--- src/rtl/bram_drain_pkg.sv ---
// Shared types and default sizing for the BRAM drain-to-AXI-Stream block.
package bram_drain_pkg;

  localparam int DEF_DW         = 16;
  localparam int DEF_NUM_BRAMS  = 16;
  localparam int DEF_ADDR_WIDTH = 9;
  localparam int DEF_DEPTH      = 512;

  typedef enum logic [2:0] {
    ST_IDLE  = 3'd0,
    ST_FETCH = 3'd1,
    ST_LATCH = 3'd2,
    ST_SEND  = 3'd3,
    ST_DONE  = 3'd4
  } drain_state_e;

endpackage

--- src/rtl/bram_drain_row_serializer.sv ---
// Row buffer plus NUM_BRAMS-to-1 word serializer driving the AXI-Stream
// beat registers. A load (re)fills the buffer and presents word 0; each
// handshake advances the beat index. A load wins over a handshake, which lets
// the parent swap in a prefetched row on the final handshake of a row.
module bram_drain_row_serializer
  import bram_drain_pkg::*;
#(
  parameter int DW        = DEF_DW,
  parameter int NUM_BRAMS = DEF_NUM_BRAMS
) (
  input  logic                   clk,
  input  logic                   rst_n,
  input  logic                   load,
  input  logic [NUM_BRAMS*DW-1:0] load_data,
  input  logic                   load_last,
  input  logic                   m_axis_tready,
  output logic [DW-1:0]          m_axis_tdata,
  output logic                   m_axis_tvalid,
  output logic                   m_axis_tlast,
  output logic                   last_hs
);

  localparam int                 IDX_W       = (NUM_BRAMS > 1) ? $clog2(NUM_BRAMS) : 1;
  localparam logic [IDX_W-1:0]   LAST_IDX    = IDX_W'(NUM_BRAMS - 1);
  localparam logic               SINGLE_WORD = (NUM_BRAMS == 1);

  logic [DW-1:0]    row_r [NUM_BRAMS];
  logic [IDX_W-1:0] idx_r;
  logic [IDX_W-1:0] next_idx_s;
  logic             last_row_r;
  logic [DW-1:0]    tdata_r;
  logic             tvalid_r;
  logic             tlast_r;

  assign next_idx_s    = idx_r + IDX_W'(1'b1);
  assign last_hs       = tvalid_r && m_axis_tready && (idx_r == LAST_IDX);
  assign m_axis_tdata  = tdata_r;
  assign m_axis_tvalid = tvalid_r;
  assign m_axis_tlast  = tlast_r;

  // Load a fresh row or step to the next word on each accepted beat.
  always_ff @(posedge clk or negedge rst_n) begin
    if (!rst_n) begin
      for (int i = 0; i < NUM_BRAMS; i++) row_r[i] <= {DW{1'b0}};
      idx_r      <= {IDX_W{1'b0}};
      last_row_r <= 1'b0;
      tdata_r    <= {DW{1'b0}};
      tvalid_r   <= 1'b0;
      tlast_r    <= 1'b0;
    end else if (load) begin
      for (int i = 0; i < NUM_BRAMS; i++) row_r[i] <= load_data[i*DW +: DW];
      idx_r      <= {IDX_W{1'b0}};
      last_row_r <= load_last;
      tdata_r    <= load_data[DW-1:0];
      tvalid_r   <= 1'b1;
      tlast_r    <= load_last && SINGLE_WORD;
    end else if (tvalid_r && m_axis_tready) begin
      if (idx_r == LAST_IDX) begin
        tvalid_r <= 1'b0;
        tlast_r  <= 1'b0;
      end else begin
        idx_r   <= next_idx_s;
        tdata_r <= row_r[next_idx_s];
        tlast_r <= last_row_r && (next_idx_s == LAST_IDX);
      end
    end else begin
      tvalid_r <= tvalid_r;
    end
  end

endmodule

--- src/rtl/bram_drain_axis_tx.sv ---
// Drains NUM_BRAMS parallel BRAMs row by row onto one AXI-Stream, BRAM 0
// word first. Rows are read from (base_addr + r) mod DEPTH.
// Optional feature macro: BRAM_DRAIN_PREFETCH_EN -- when defined, the next row
// is fetched into a second buffer while the current row is sent, so rows
// stream back-to-back; otherwise each row costs a FETCH/LATCH gap.
module bram_drain_axis_tx
  import bram_drain_pkg::*;
#(
  parameter int DW         = DEF_DW,
  parameter int NUM_BRAMS  = DEF_NUM_BRAMS,
  parameter int ADDR_WIDTH = DEF_ADDR_WIDTH,
  parameter int DEPTH      = DEF_DEPTH
) (
  input  logic                           clk,
  input  logic                           rst_n,
  input  logic                           start,
  input  logic [ADDR_WIDTH-1:0]          base_addr,
  input  logic [ADDR_WIDTH:0]            num_rows,
  output logic                           ext_read_mode,
  output logic [NUM_BRAMS*ADDR_WIDTH-1:0] ext_read_addr_flat,
  input  logic [NUM_BRAMS*DW-1:0]        bram_read_data_flat,
  output logic [DW-1:0]                  m_axis_tdata,
  output logic                           m_axis_tvalid,
  input  logic                           m_axis_tready,
  output logic                           m_axis_tlast,
  output logic                           busy,
  output logic                           done
);

  localparam logic [ADDR_WIDTH-1:0] LAST_ADDR = ADDR_WIDTH'(DEPTH - 1);
  localparam logic [ADDR_WIDTH-1:0] ADDR_ZERO = {ADDR_WIDTH{1'b0}};
  localparam logic [ADDR_WIDTH:0]   ROWS_ZERO = {(ADDR_WIDTH+1){1'b0}};
  localparam logic [ADDR_WIDTH:0]   ROWS_ONE  = {{ADDR_WIDTH{1'b0}}, 1'b1};

  // Next row address, wrapping from DEPTH-1 back to 0.
  function automatic logic [ADDR_WIDTH-1:0] next_row_addr(input logic [ADDR_WIDTH-1:0] a);
    if (a >= LAST_ADDR) return ADDR_ZERO;
    else                return a + ADDR_WIDTH'(1'b1);
  endfunction

  drain_state_e            state_r;
  logic [ADDR_WIDTH-1:0]   addr_r;       // address currently driven to the BRAMs
  logic [ADDR_WIDTH-1:0]   next_addr_r;  // address of the following row
  logic [ADDR_WIDTH:0]     rows_rem_r;   // rows still to fetch after the one at addr_r
  logic                    read_mode_r;
  logic                    busy_r;
  logic                    done_r;

  logic                    load_s;
  logic [NUM_BRAMS*DW-1:0] load_data_s;
  logic                    load_last_s;
  logic                    last_hs_s;

`ifdef BRAM_DRAIN_PREFETCH_EN
  logic [NUM_BRAMS*DW-1:0] pf_buf_r;     // prefetched next row
  logic [1:0]              pf_cnt_r;     // cycles until read data for the prefetch is valid
  logic                    pf_have_r;    // a next row has been (or is being) prefetched
`endif

  assign ext_read_mode      = read_mode_r;
  assign ext_read_addr_flat = {NUM_BRAMS{addr_r}};
  assign busy               = busy_r;
  assign done               = done_r;

  // Choose when and what the serializer loads: freshly read data in LATCH,
  // or the prefetched row on the final handshake of the current row.
  always_comb begin
    load_s      = 1'b0;
    load_data_s = bram_read_data_flat;
    load_last_s = (rows_rem_r == ROWS_ZERO);
    if (state_r == ST_LATCH) begin
      load_s = 1'b1;
`ifdef BRAM_DRAIN_PREFETCH_EN
    end else if ((state_r == ST_SEND) && last_hs_s && pf_have_r) begin
      load_s      = 1'b1;
      load_data_s = pf_buf_r;
`endif
    end else begin
      load_s = 1'b0;
    end
  end

  // Drain sequencer: state, row bookkeeping and registered control outputs.
  always_ff @(posedge clk or negedge rst_n) begin
    if (!rst_n) begin
      state_r     <= ST_IDLE;
      addr_r      <= ADDR_ZERO;
      next_addr_r <= ADDR_ZERO;
      rows_rem_r  <= ROWS_ZERO;
      read_mode_r <= 1'b0;
      busy_r      <= 1'b0;
      done_r      <= 1'b0;
`ifdef BRAM_DRAIN_PREFETCH_EN
      pf_buf_r    <= {(NUM_BRAMS*DW){1'b0}};
      pf_cnt_r    <= 2'd0;
      pf_have_r   <= 1'b0;
`endif
    end else begin
      case (state_r)
        ST_IDLE: begin
          done_r <= 1'b0;
          if (start) begin
            busy_r <= 1'b1;
            if (num_rows == ROWS_ZERO) begin
              state_r <= ST_DONE;
              done_r  <= 1'b1;
            end else begin
              state_r     <= ST_FETCH;
              read_mode_r <= 1'b1;
              addr_r      <= base_addr;
              next_addr_r <= next_row_addr(base_addr);
              rows_rem_r  <= num_rows - ROWS_ONE;
            end
          end else begin
            busy_r      <= 1'b0;
            read_mode_r <= 1'b0;
          end
        end
        ST_FETCH: begin
          state_r <= ST_LATCH;
        end
        ST_LATCH: begin
          state_r <= ST_SEND;
`ifdef BRAM_DRAIN_PREFETCH_EN
          if (rows_rem_r != ROWS_ZERO) begin
            addr_r      <= next_addr_r;
            next_addr_r <= next_row_addr(next_addr_r);
            rows_rem_r  <= rows_rem_r - ROWS_ONE;
            pf_cnt_r    <= 2'd2;
            pf_have_r   <= 1'b1;
          end else begin
            pf_have_r   <= 1'b0;
          end
`endif
        end
        ST_SEND: begin
`ifdef BRAM_DRAIN_PREFETCH_EN
          if (pf_cnt_r == 2'd1) pf_buf_r <= bram_read_data_flat;
          if (pf_cnt_r != 2'd0) pf_cnt_r <= pf_cnt_r - 2'd1;
          if (last_hs_s) begin
            if (pf_have_r) begin
              if (rows_rem_r != ROWS_ZERO) begin
                addr_r      <= next_addr_r;
                next_addr_r <= next_row_addr(next_addr_r);
                rows_rem_r  <= rows_rem_r - ROWS_ONE;
                pf_cnt_r    <= 2'd2;
              end else begin
                pf_have_r   <= 1'b0;
              end
            end else begin
              state_r     <= ST_DONE;
              read_mode_r <= 1'b0;
              done_r      <= 1'b1;
            end
          end
`else
          if (last_hs_s) begin
            if (rows_rem_r != ROWS_ZERO) begin
              state_r     <= ST_FETCH;
              addr_r      <= next_addr_r;
              next_addr_r <= next_row_addr(next_addr_r);
              rows_rem_r  <= rows_rem_r - ROWS_ONE;
            end else begin
              state_r     <= ST_DONE;
              read_mode_r <= 1'b0;
              done_r      <= 1'b1;
            end
          end
`endif
        end
        ST_DONE: begin
          state_r     <= ST_IDLE;
          read_mode_r <= 1'b0;
          busy_r      <= 1'b0;
          done_r      <= 1'b0;
        end
        default: begin
          state_r     <= ST_IDLE;
          read_mode_r <= 1'b0;
          busy_r      <= 1'b0;
          done_r      <= 1'b0;
        end
      endcase
    end
  end

  bram_drain_row_serializer #(
    .DW        (DW),
    .NUM_BRAMS (NUM_BRAMS)
  ) u_serializer (
    .clk           (clk),
    .rst_n         (rst_n),
    .load          (load_s),
    .load_data     (load_data_s),
    .load_last     (load_last_s),
    .m_axis_tready (m_axis_tready),
    .m_axis_tdata  (m_axis_tdata),
    .m_axis_tvalid (m_axis_tvalid),
    .m_axis_tlast  (m_axis_tlast),
    .last_hs       (last_hs_s)
  );

endmodule

--- config.mk ---
export PLATFORM = sky130hd
export DESIGN_NAME = bram_drain_axis_tx
export DESIGN_NICKNAME = d
export VERILOG_FILES = /design/src/rtl/bram_drain_pkg.sv /design/src/rtl/bram_drain_row_serializer.sv /design/src/rtl/bram_drain_axis_tx.sv
export SDC_FILE = /design/constraint.sdc
export NUM_CORES = 1
export LEC_CHECK = 0
export ABC_AREA = 1
export CORE_MARGIN = 1
export CORE_UTILIZATION = 25
export DETAILED_ROUTE_END_ITERATION = 8
export HOLD_SLACK_MARGIN = 0.08
export PLACE_DENSITY = 0.49
export SLEW_MARGIN = 20
export SYNTH_ARGS = -nofsm -noshare
export SYNTH_HDL_FRONTEND = slang
export SYNTH_SLANG_ARGS = --single-unit
--- constraint.sdc ---
create_clock -name clk -period 2.5 [get_ports clk]
set_input_delay 0.5 -clock clk [delete_from_list [all_inputs] [get_ports clk]]
set_output_delay 0.5 -clock clk [all_outputs]
set_load 0.01 [all_outputs]
Word level (Yosys, flattened, before mapping). Cells that the tools add are included.

Memories kept: 0. Output and inout port bits: 165. Input port bits: 279. Register bits: 313. Memory bits (writable): 0. Word-level logic and storage cells: 118. Bits in latches: 0. Bits in read-only memories: 0.

Equality and inequality tests: 12. Div/mod/pow operators: 0. Muxes and demuxes: 50. Bitwise logic cells: 2. Shift-type cells: 0. Reductions and logical operators: 18. $lt $le $gt $ge: 3. Multipliers: 0. Add/subtract/negate cells: 5.

Operator list (count): $mux W9 (10); $mux W16 (5); $bmux W16 S4 (1); $mux W10 (4); $pmux W9 S2 (2); $logic_not A10 Y1 (2); $pmux W10 S2 (1); $sub A10 B1 Y10 const B (2); $add A9 B1 Y9 const B (2); $ge A9 B9 Y1 const B (2); $mux W1 (16); $mux W3 (4); $mux W4 (3); $ne A2 B2 Y1 const B (6); $pmux W3 S4 (1); $reduce_bool A10 Y1 (1); $eq A4 B4 Y1 const B (2); $eq A3 B2 Y1 const B (2); $pmux W1 S3 (2); $reduce_and A2 Y1 (3); $reduce_bool A2 Y1 (3); $ge A5 B5 Y1 const B (1); $not A4 Y5 (1); $reduce_and A5 Y1 (1); 11 further kinds (13).

Depth between registers and ports, before layout. Gate-level depths: netlist (run 1).

Depth in word-level cells: 8. Gate-level depth with buffers: 14. Mapped depth without buffers: 13.

By module. A second synthesis (run 1) with hierarchy kept.

Cells, all modules: 2280. Area total of the unflattened synthesis: 16762.3 um2.

By module, submodules not included: bram_drain_row_serializer (sequential area each 6981.7 um2, area each 13296.5 um2, times used 1, cells an instance 1765); bram_drain_axis_tx (sequential area each 850.8 um2, area each 3465.8 um2, times used 1, cells an instance 515).

Least setup slack after synthesis (run 1). Ideal clock, no wire load.

Kind: flip-flop to flip-flop. Start point: register u_serializer.idx_r[0]. End point: register u_serializer.tdata_r[3] (netlist: u_serializer.m_axis_tdata[3]). Period minus slack after synthesis: 2.120 ns. Data required time: 2.431 ns. Setup time: 0.069 ns. Cell stages (with the launch flop): 14. Path slack: 0.380 ns. Arrival time: 2.051 ns. Path buffers: 5. Cell sequence: dfrtp_1 -> buf_4 -> inv_1 -> buf_2 -> ha_1 -> buf_2 -> buf_4 -> clkbuf_1 -> o211ai_1 -> o211ai_1 -> nand3_1 -> nand2_1 -> nand2_1 -> nand3_1.

Word-level cells in the longest chain between the ends: 8. Elaborated cells on any way between the ends: 11. Those cells by class: 1 x add/sub; 2 x eq/ne; 6 x mux; 1 x bitwise; 1 x reduce/logical.

RTL lines: from (decl) (line bram_drain_row_serializer.sv:28) `logic [IDX_W-1:0] idx_r;`; from (signal assigned) (line bram_drain_row_serializer.sv:45) `idx_r <= {IDX_W{1'b0}};`; from (signal assigned) (line bram_drain_row_serializer.sv:52) `idx_r <= {IDX_W{1'b0}};`; from (signal assigned) (line bram_drain_row_serializer.sv:62) `idx_r <= next_idx_s;`; $add A4 B1 Y4 (line bram_drain_row_serializer.sv:35) `assign next_idx_s = idx_r + IDX_W'(1'b1);`; $not A4 Y5 (not written as such) (line bram_drain_row_serializer.sv:63) `tdata_r <= row_r[next_idx_s];`; $bmux W16 S4 (line bram_drain_row_serializer.sv:63); $mux W16 (not written as such) (2 in series) (line bram_drain_row_serializer.sv:63); $mux W16 (line bram_drain_row_serializer.sv:58) `if (idx_r == LAST_IDX) begin`; $mux W16 (line bram_drain_row_serializer.sv:57) `end else if (tvalid_r && m_axis_tready) begin`; $mux W16 (line bram_drain_row_serializer.sv:50) `end else if (load) begin`; to (signal assigned) (line bram_drain_row_serializer.sv:47) `tdata_r <= {DW{1'b0}};`; to (signal assigned) (line bram_drain_row_serializer.sv:54) `tdata_r <= load_data[DW-1:0];`; to (signal assigned) (line bram_drain_row_serializer.sv:63); to (decl) (line bram_drain_row_serializer.sv:31) `logic [DW-1:0] tdata_r;`.

Parallel ways exist; a longest one is shown, timed or not. The select of a mux whose other input is x is not followed. A chain may end at the register's enable or synchronous reset.

Worst setup path after layout (run 1).
Start point: register addr_r[3]. End point: output ext_read_addr_flat[102].

RTL lines: from (decl) (line bram_drain_axis_tx.sv:42) `logic [ADDR_WIDTH-1:0] addr_r;`; from (signal assigned) (line bram_drain_axis_tx.sv:110) `addr_r <= base_addr;`; from (signal assigned) (line bram_drain_axis_tx.sv:160) `addr_r <= next_addr_r;`; to (decl) (line bram_drain_axis_tx.sv:20) `output logic [NUM_BRAMS*ADDR_WIDTH-1:0] ext_read_addr_flat,`.

No word-level cell between the ends.

==> metrics, run 1 <==
status finished, final reports clean; Net Switching 13.6 mW; Synth async-reset ratio 1.00; Post-Syn Nets 2384; Cells after DPL 3173; max frequency 421 MHz; core area 0.0634 mm2; EDFF count, synth 0; yosys warns 0; Worst-path clk slew 0.06 ns; htree depth 2; period utilization 0.951; CTS tree built; Rows 92; DP Wirelength 44100 um; sequential-to-total area share from yosys stat 0.485; Int Power 17.5 mW; skew final 0.0577 ns; worst-skew pair later-pin latency 0.60 ns; register area 0.00784 mm2; port bufs 443; Avg WL per Cell 18.4 um; Worst EP arrival 1.88 ns; Synth-to-Final Area Change 36.8%; I/O pins 444; fin cells 3253; DR vias 14500; All-Layer GR Usage 0.183; clock power share 0.201; vias in the first global route 14800; Die W 256 um; post-route worst hold slack 0.427 ns; share of layout cells above drive strength 1 0.0566; Remaining DRCs 0; crit path time final 2.38 ns; crit path buf inv count 1; CP Capture Type output pin; Overflow after GRT 0; Crit path required time 2.00 ns; footprint of the multi-input gates 0.00624 mm2; Synth Area per Inst 7.70 um2; DR pass1 iterations 6; Synth Flop Type dfrtp_1; total wire length 60000 um; Area contributors post-synth dfrtp_1, nand2_1, buf_4; RSZ-0062 raised after global routing false; Final nets 2656; power per cell area 1410 mW/mm2; count of final hold-check violations 0; type of the worst setup path flip-flop to output pin; RD Place Congestion 0.849; Slew headroom 0.580; Max Cap Viol 0; Netlist cell types 34; maximum fanout along the worst path 17; Sink Count 313; vias per cell 4.47; Peak supply drop 642 uV; CP startpoint kind flip-flop; Seq cells post-synth 313; slowest library cell on the worst path dfrtp_1; sequential group share of total power 0.293; combinational power share 0.507; Die Ht 256 um; post-synth top area cell dfrtp_1; Post-CTS Setup Bufs 0; Net Sw Frac 0.436; leakage power 10.2 nW; Initial Util 0.255; die area 0.0657 mm2; Synth top area share 0.485; CP top delay family flip-flops; clock buffer count from CTS 40; Root Buffer clkbuf_16; Critical Path Max Stage Delay 0.66 ns; total power 31.1 mW; Syn Inst Count 2098; initial DRC count 1010; setup TNS 0 ns; final setup vio count 0; Slew @ Worst Pin 0.623 ns; first-pass GRT wire length 91700 um; fillers 6688; Slew Limit Fails 0; Finished Core Util 0.348; cells along the critical path clkdlybuf4s50_1; synthesized area 0.0162 mm2; largest net degree at the start of global routing 120; Max Root-Sink Buffers 3; antenna violations before repair 13; Routed Antenna Nets 0; Min-Delay Path Class input pin to asynchronous set/reset pin
==> final timing paths <==
| check | start | endpoint | slack [ns] | depth (start not counted) |
|---|---|---|---|---|
| hold / removal | rst_n | u_serializer.row_r[60]$_DFFE_PN0P_ | 0.43 | 2 |
| setup / recovery | addr_r[3]$_DFFE_PN0P_ | ext_read_addr_flat[102] | 0.12 | 1 |
| setup reg to reg | u_serializer.idx_r[0]$_DFFE_PN0P_ | u_serializer.m_axis_tdata[9]$_DFFE_PN0P_ | 0.15 | 11 |
| min in group clk | bram_read_data_flat[183] | u_serializer.row_r[71]$_DFFE_PN0P_ | 0.43 | 3 |
| hold reg to reg | u_serializer.row_r[232]$_DFFE_PN0P_ | u_serializer.row_r[232]$_DFFE_PN0P_ | 0.47 | 2 |
| max in group asynchronous | rst_n | u_serializer.row_r[194]$_DFFE_PN0P_ | 1.14 | 3 |
==> placed cells by master, fill, tap and decap left out, types with 3 or more instances in the layout <==
cell type        instances
o211ai_1                80
nand4_1                  6
clkinv_2                 8
xnor2_1                  3
dfrtp_1                311
xor2_1                   7
a21oi_1                 50
o22ai_1                  5
inv_1                  139
inv_2                    3
ha_1                     6
clkbuf_8                13
buf_12                  14
nand3_1                127
o21ai_0                202
bufinv_16                4
buf_4                   30
nand2_1                812
nor2_1                  59
clkdlybuf4s50_1        442
clkbuf_16               40
clkbuf_1                 5
nor3_1                   4
diode_2                  6
==> registers in the layout (all words and copies together), names as in the netlist <==
register and cells:
u_serializer.row_r 256, u_serializer.m_axis_tdata 16, rows_rem_r 10, addr_r 9, next_addr_r 9, u_serializer.idx_r 4
state_r 3, busy 1, done 1, ext_read_mode 1, u_serializer.last_row_r 1, u_serializer.m_axis_tlast 1
u_serializer.m_axis_tvalid 1
==> cell type report <==
| class | count | area share |
|---|---|---|
| multi-input cells | 1383 | 0.282 |
| diodes | 6 | 0.000679 |
| repair buffers | 488 | 0.224 |
| inverters | 144 | 0.0249 |
| clock buffers | 58 | 0.0542 |
| clock inverters | 15 | 0.0112 |
| well taps | 846 | 0.0479 |
| flip-flops and latches | 313 | 0.355 |
==> synth_stat cells (2+ instances only) <==
cell / instances
o21ai_2: 2
o21ai_1: 2
inv_2: 5
nor3_1: 4
nand4_1: 6
or2_2: 2
nor2_1: 59
a21oi_1: 50
o21ai_0: 202
ha_1: 7
xor2_2: 2
clkbuf_1: 62
inv_1: 139
buf_4: 142
xnor2_1: 3
nand2_2: 2
xor2_1: 7
buf_6: 3
o22ai_1: 5
o211ai_1: 80
buf_2: 44
nand3_2: 2
nand2_1: 812
nand3_1: 128
buf_1: 7
dfrtp_1: 313
==> per-layer routing <==
metal,GRT usage,vias to the layer above,wire length (um)
li1,-,7099,-
met1,0.238,6848,26200
met2,0.299,481,28100
met3,0.0427,91,4170
met4,0.0551,10,1460
met5,0,-,64
==> power groups by stage <==
stage                     clock (mW)  sequential, mW  combinational, mW
final                           6.25            9.10               15.8
after global routing            6.64            9.43               17.7
after CTS                       6.44            9.12               16.0
after detailed placement           0            9.19               16.0
after global placement             0            9.12               15.9
after floorplan                    0            8.77               10.4
==> metrics by stage <==
stage	setup slack (ns)	area, um2
after floorplan	0.380	16200
after global placement	-0.0378	20600
after detailed placement	0.0102	20600
after CTS	0.0267	22100
after global routing	0.00544	22100
final	0.123	22100
==> cell families after synthesis <==
logic type / count (synthesis) / synth area share
simple gates: 1020 / 0.251
buf+inv: 402 / 0.131
xor+xnor: 12 / 0.00743
flops: 313 / 0.485
fa+ha+maj: 7 / 0.00542
compound gates: 344 / 0.120
==> what timing repair did <==
action | in CTS | in global routing
hold buffers | 1 | 0
endpoints found under the setup margin | 0 | 18
gates resized for setup | 0 | 2
endpoints found under the hold margin | 49 | 0
No activity file was read; power rests on OpenSTA's default activity.
==> run 2, diff against run 1 <==
Settings changed: CORE_MARGIN 1 to 3, SKIP_CTS_REPAIR_TIMING set to 1.
==> metrics, run 2 (synthesized netlist as in run 1, its figures left out) <==
max reg flops 256 (unchanged); Slew Limit Fails 0 (unchanged); period utilization 0.934 (was 0.951); Overflow after GRT 0 (unchanged); DP Area 0.0207 mm2 (was 0.0206 mm2); Sink Count 313 (unchanged); Max Root-Sink Buffers 3 (unchanged); Root Buffer clkbuf_16 (unchanged); commonest non-fill, non-tap cell in the layout nand2_1 (unchanged); Finished Cell Area 0.0221 mm2 (about the same); DR vias 14700 (was 14500); CP top delay family buffers and inverters (was flip-flops); Finished Core Util 0.348 (about the same); worst reg2reg setup slack 0.26 ns (was 0.15 ns); Slew headroom 0.572 (was 0.580); Critical Path Max Stage Delay 0.66 ns (about the same); Final nets 2668 (was 2656); status finished, final reports clean (unchanged); setup TNS 0 ns (unchanged); total wire length 59900 um (was 60000 um); vias per cell 4.50 (was 4.47); share of layout cells above drive strength 1 0.0597 (was 0.0566); Synth-to-Final Area Change 36.8% (about the same); Avg WL per Cell 18.4 um (about the same); final setup vio count 0 (unchanged); Die W 260 um (was 256 um); Worst EP arrival 1.83 ns (was 1.88 ns); I/O pins 444 (unchanged); Worst path depth 1 (unchanged); initial DRC count 1074 (was 1010); Remaining DRCs 0 (unchanged); Worst-path clk slew 0.05 ns (was 0.06 ns); clock buffer count from CTS 40 (unchanged); Slew @ Worst Pin 0.641 ns (was 0.623 ns); antenna violations before repair 3 (was 13); fin cells 3258 (was 3253); power per cell area 1400 mW/mm2 (was 1410 mW/mm2); Crit path required time 2.00 ns (about the same); skew final 0.0262 ns (was 0.0577 ns); largest net degree at the start of global routing 142 (was 120); DR pass1 iterations 5 (was 6); core area 0.0635 mm2 (was 0.0634 mm2); count of final hold-check violations 0 (unchanged); Min-Delay Path Class flip-flop to flip-flop (was input pin to asynchronous set/reset pin); worst hold stages 2; crit path time final 2.33 ns (was 2.38 ns); R2R cell count 7 (was 11); post-route worst hold slack 0.471 ns (was 0.427 ns); leakage power 10.2 nW (about the same); maximum fanout along the worst path 17 (unchanged); All-Layer GR Usage 0.174 (was 0.183); Initial Util 0.254 (was 0.255); Routed Antenna Nets 0 (unchanged); Rows 92 (unchanged); CP Capture Type output pin (unchanged); RD Place Congestion 0.847 (was 0.849); port bufs 443 (unchanged); type of the worst setup path flip-flop to output pin (unchanged); slowest library cell on the worst path clkdlybuf4s50_1 (was dfrtp_1); Cells after DPL 3185 (was 3173); Max Cap Viol 0 (unchanged); die area 0.0677 mm2 (was 0.0657 mm2); first-pass GRT wire length 90400 um (was 91700 um); vias in the first global route 15000 (was 14800); cells along the critical path clkdlybuf4s50_1 (unchanged); commonest non-fill, non-tap cells in the layout nand2_1, clkdlybuf4s50_1, dfrtp_1 (unchanged); crit path buf inv count 1 (unchanged); RSZ-0062 raised after global routing false (unchanged); Largest Register u_serializer.row_r (unchanged); Die Ht 260 um (was 256 um); max frequency 428 MHz (was 421 MHz); worst-skew pair later-pin latency 0.56 ns (was 0.60 ns); Peak supply drop 883 uV (was 642 uV); htree depth 2 (unchanged); fillers 6657 (was 6688); DP Wirelength 44300 um (was 44100 um); CTS tree built (unchanged); CP startpoint kind flip-flop (unchanged)
==> run 2: cell type report <==
type                            instances  area [um2]  share of cell area
Sequential cell                       313        7840               0.355
Antenna cell                            1        2.50            0.000113
Tap cell                              846        1060              0.0479
Clock inverter                         13         190             0.00861
Clock buffer                           58        1160              0.0524
Timing Repair Buffer                  500        5060               0.229
Inverter                              144         548              0.0248
Multi-Input combinational cell       1383        6240               0.283
==> run 2: final timing paths <==
path                                                    startpoint                            endpoint
worst min register to register  u_serializer.row_r[72]$_DFFE_PN0P_  u_serializer.row_r[72]$_DFFE_PN0P_
max in group asynchronous                                    rst_n  u_serializer.row_r[47]$_DFFE_PN0P_
worst max-delay path                         addr_r[3]$_DFFE_PN0P_               ext_read_addr_flat[3]
min in group asynchronous                                    rst_n  u_serializer.row_r[60]$_DFFE_PN0P_
worst max register to register   u_serializer.idx_r[0]$_DFFE_PN0P_          next_addr_r[7]$_DFFE_PN0P_
worst min-delay path            u_serializer.row_r[72]$_DFFE_PN0P_  u_serializer.row_r[72]$_DFFE_PN0P_
==> run 2: per-layer routing <==
| layer | global-route usage | vias up | wire length [um] |
|---|---|---|---|
| li1 | - | 7137 | - |
| met1 | 0.230 | 6918 | 26100 |
| met2 | 0.283 | 498 | 27500 |
| met3 | 0.0355 | 95 | 4080 |
| met4 | 0.0632 | 4 | 2150 |
| met5 | 0 | - | 27 |
==> run 2: power by group <==
| group | internal (mW) | total (mW) | switching, mW |
|---|---|---|---|
| clock network | 3.64 | 5.95 | 2.32 |
| registers | 7.58 | 9.04 | 1.46 |
| logic | 6.32 | 16.0 | 9.69 |
| total | 17.5 | 31.0 | 13.5 |
==> run 2: stage by stage <==
step,setup WS (ns),total power [mW]
2_1_floorplan,0.380,19.2
3_3_place_gp,-0.112,25.2
3_5_place_dp,-0.0205,25.3
4_1_cts,0.0182,31.5
5_1_grt,0.0222,33.7
6_report,0.165,31.0
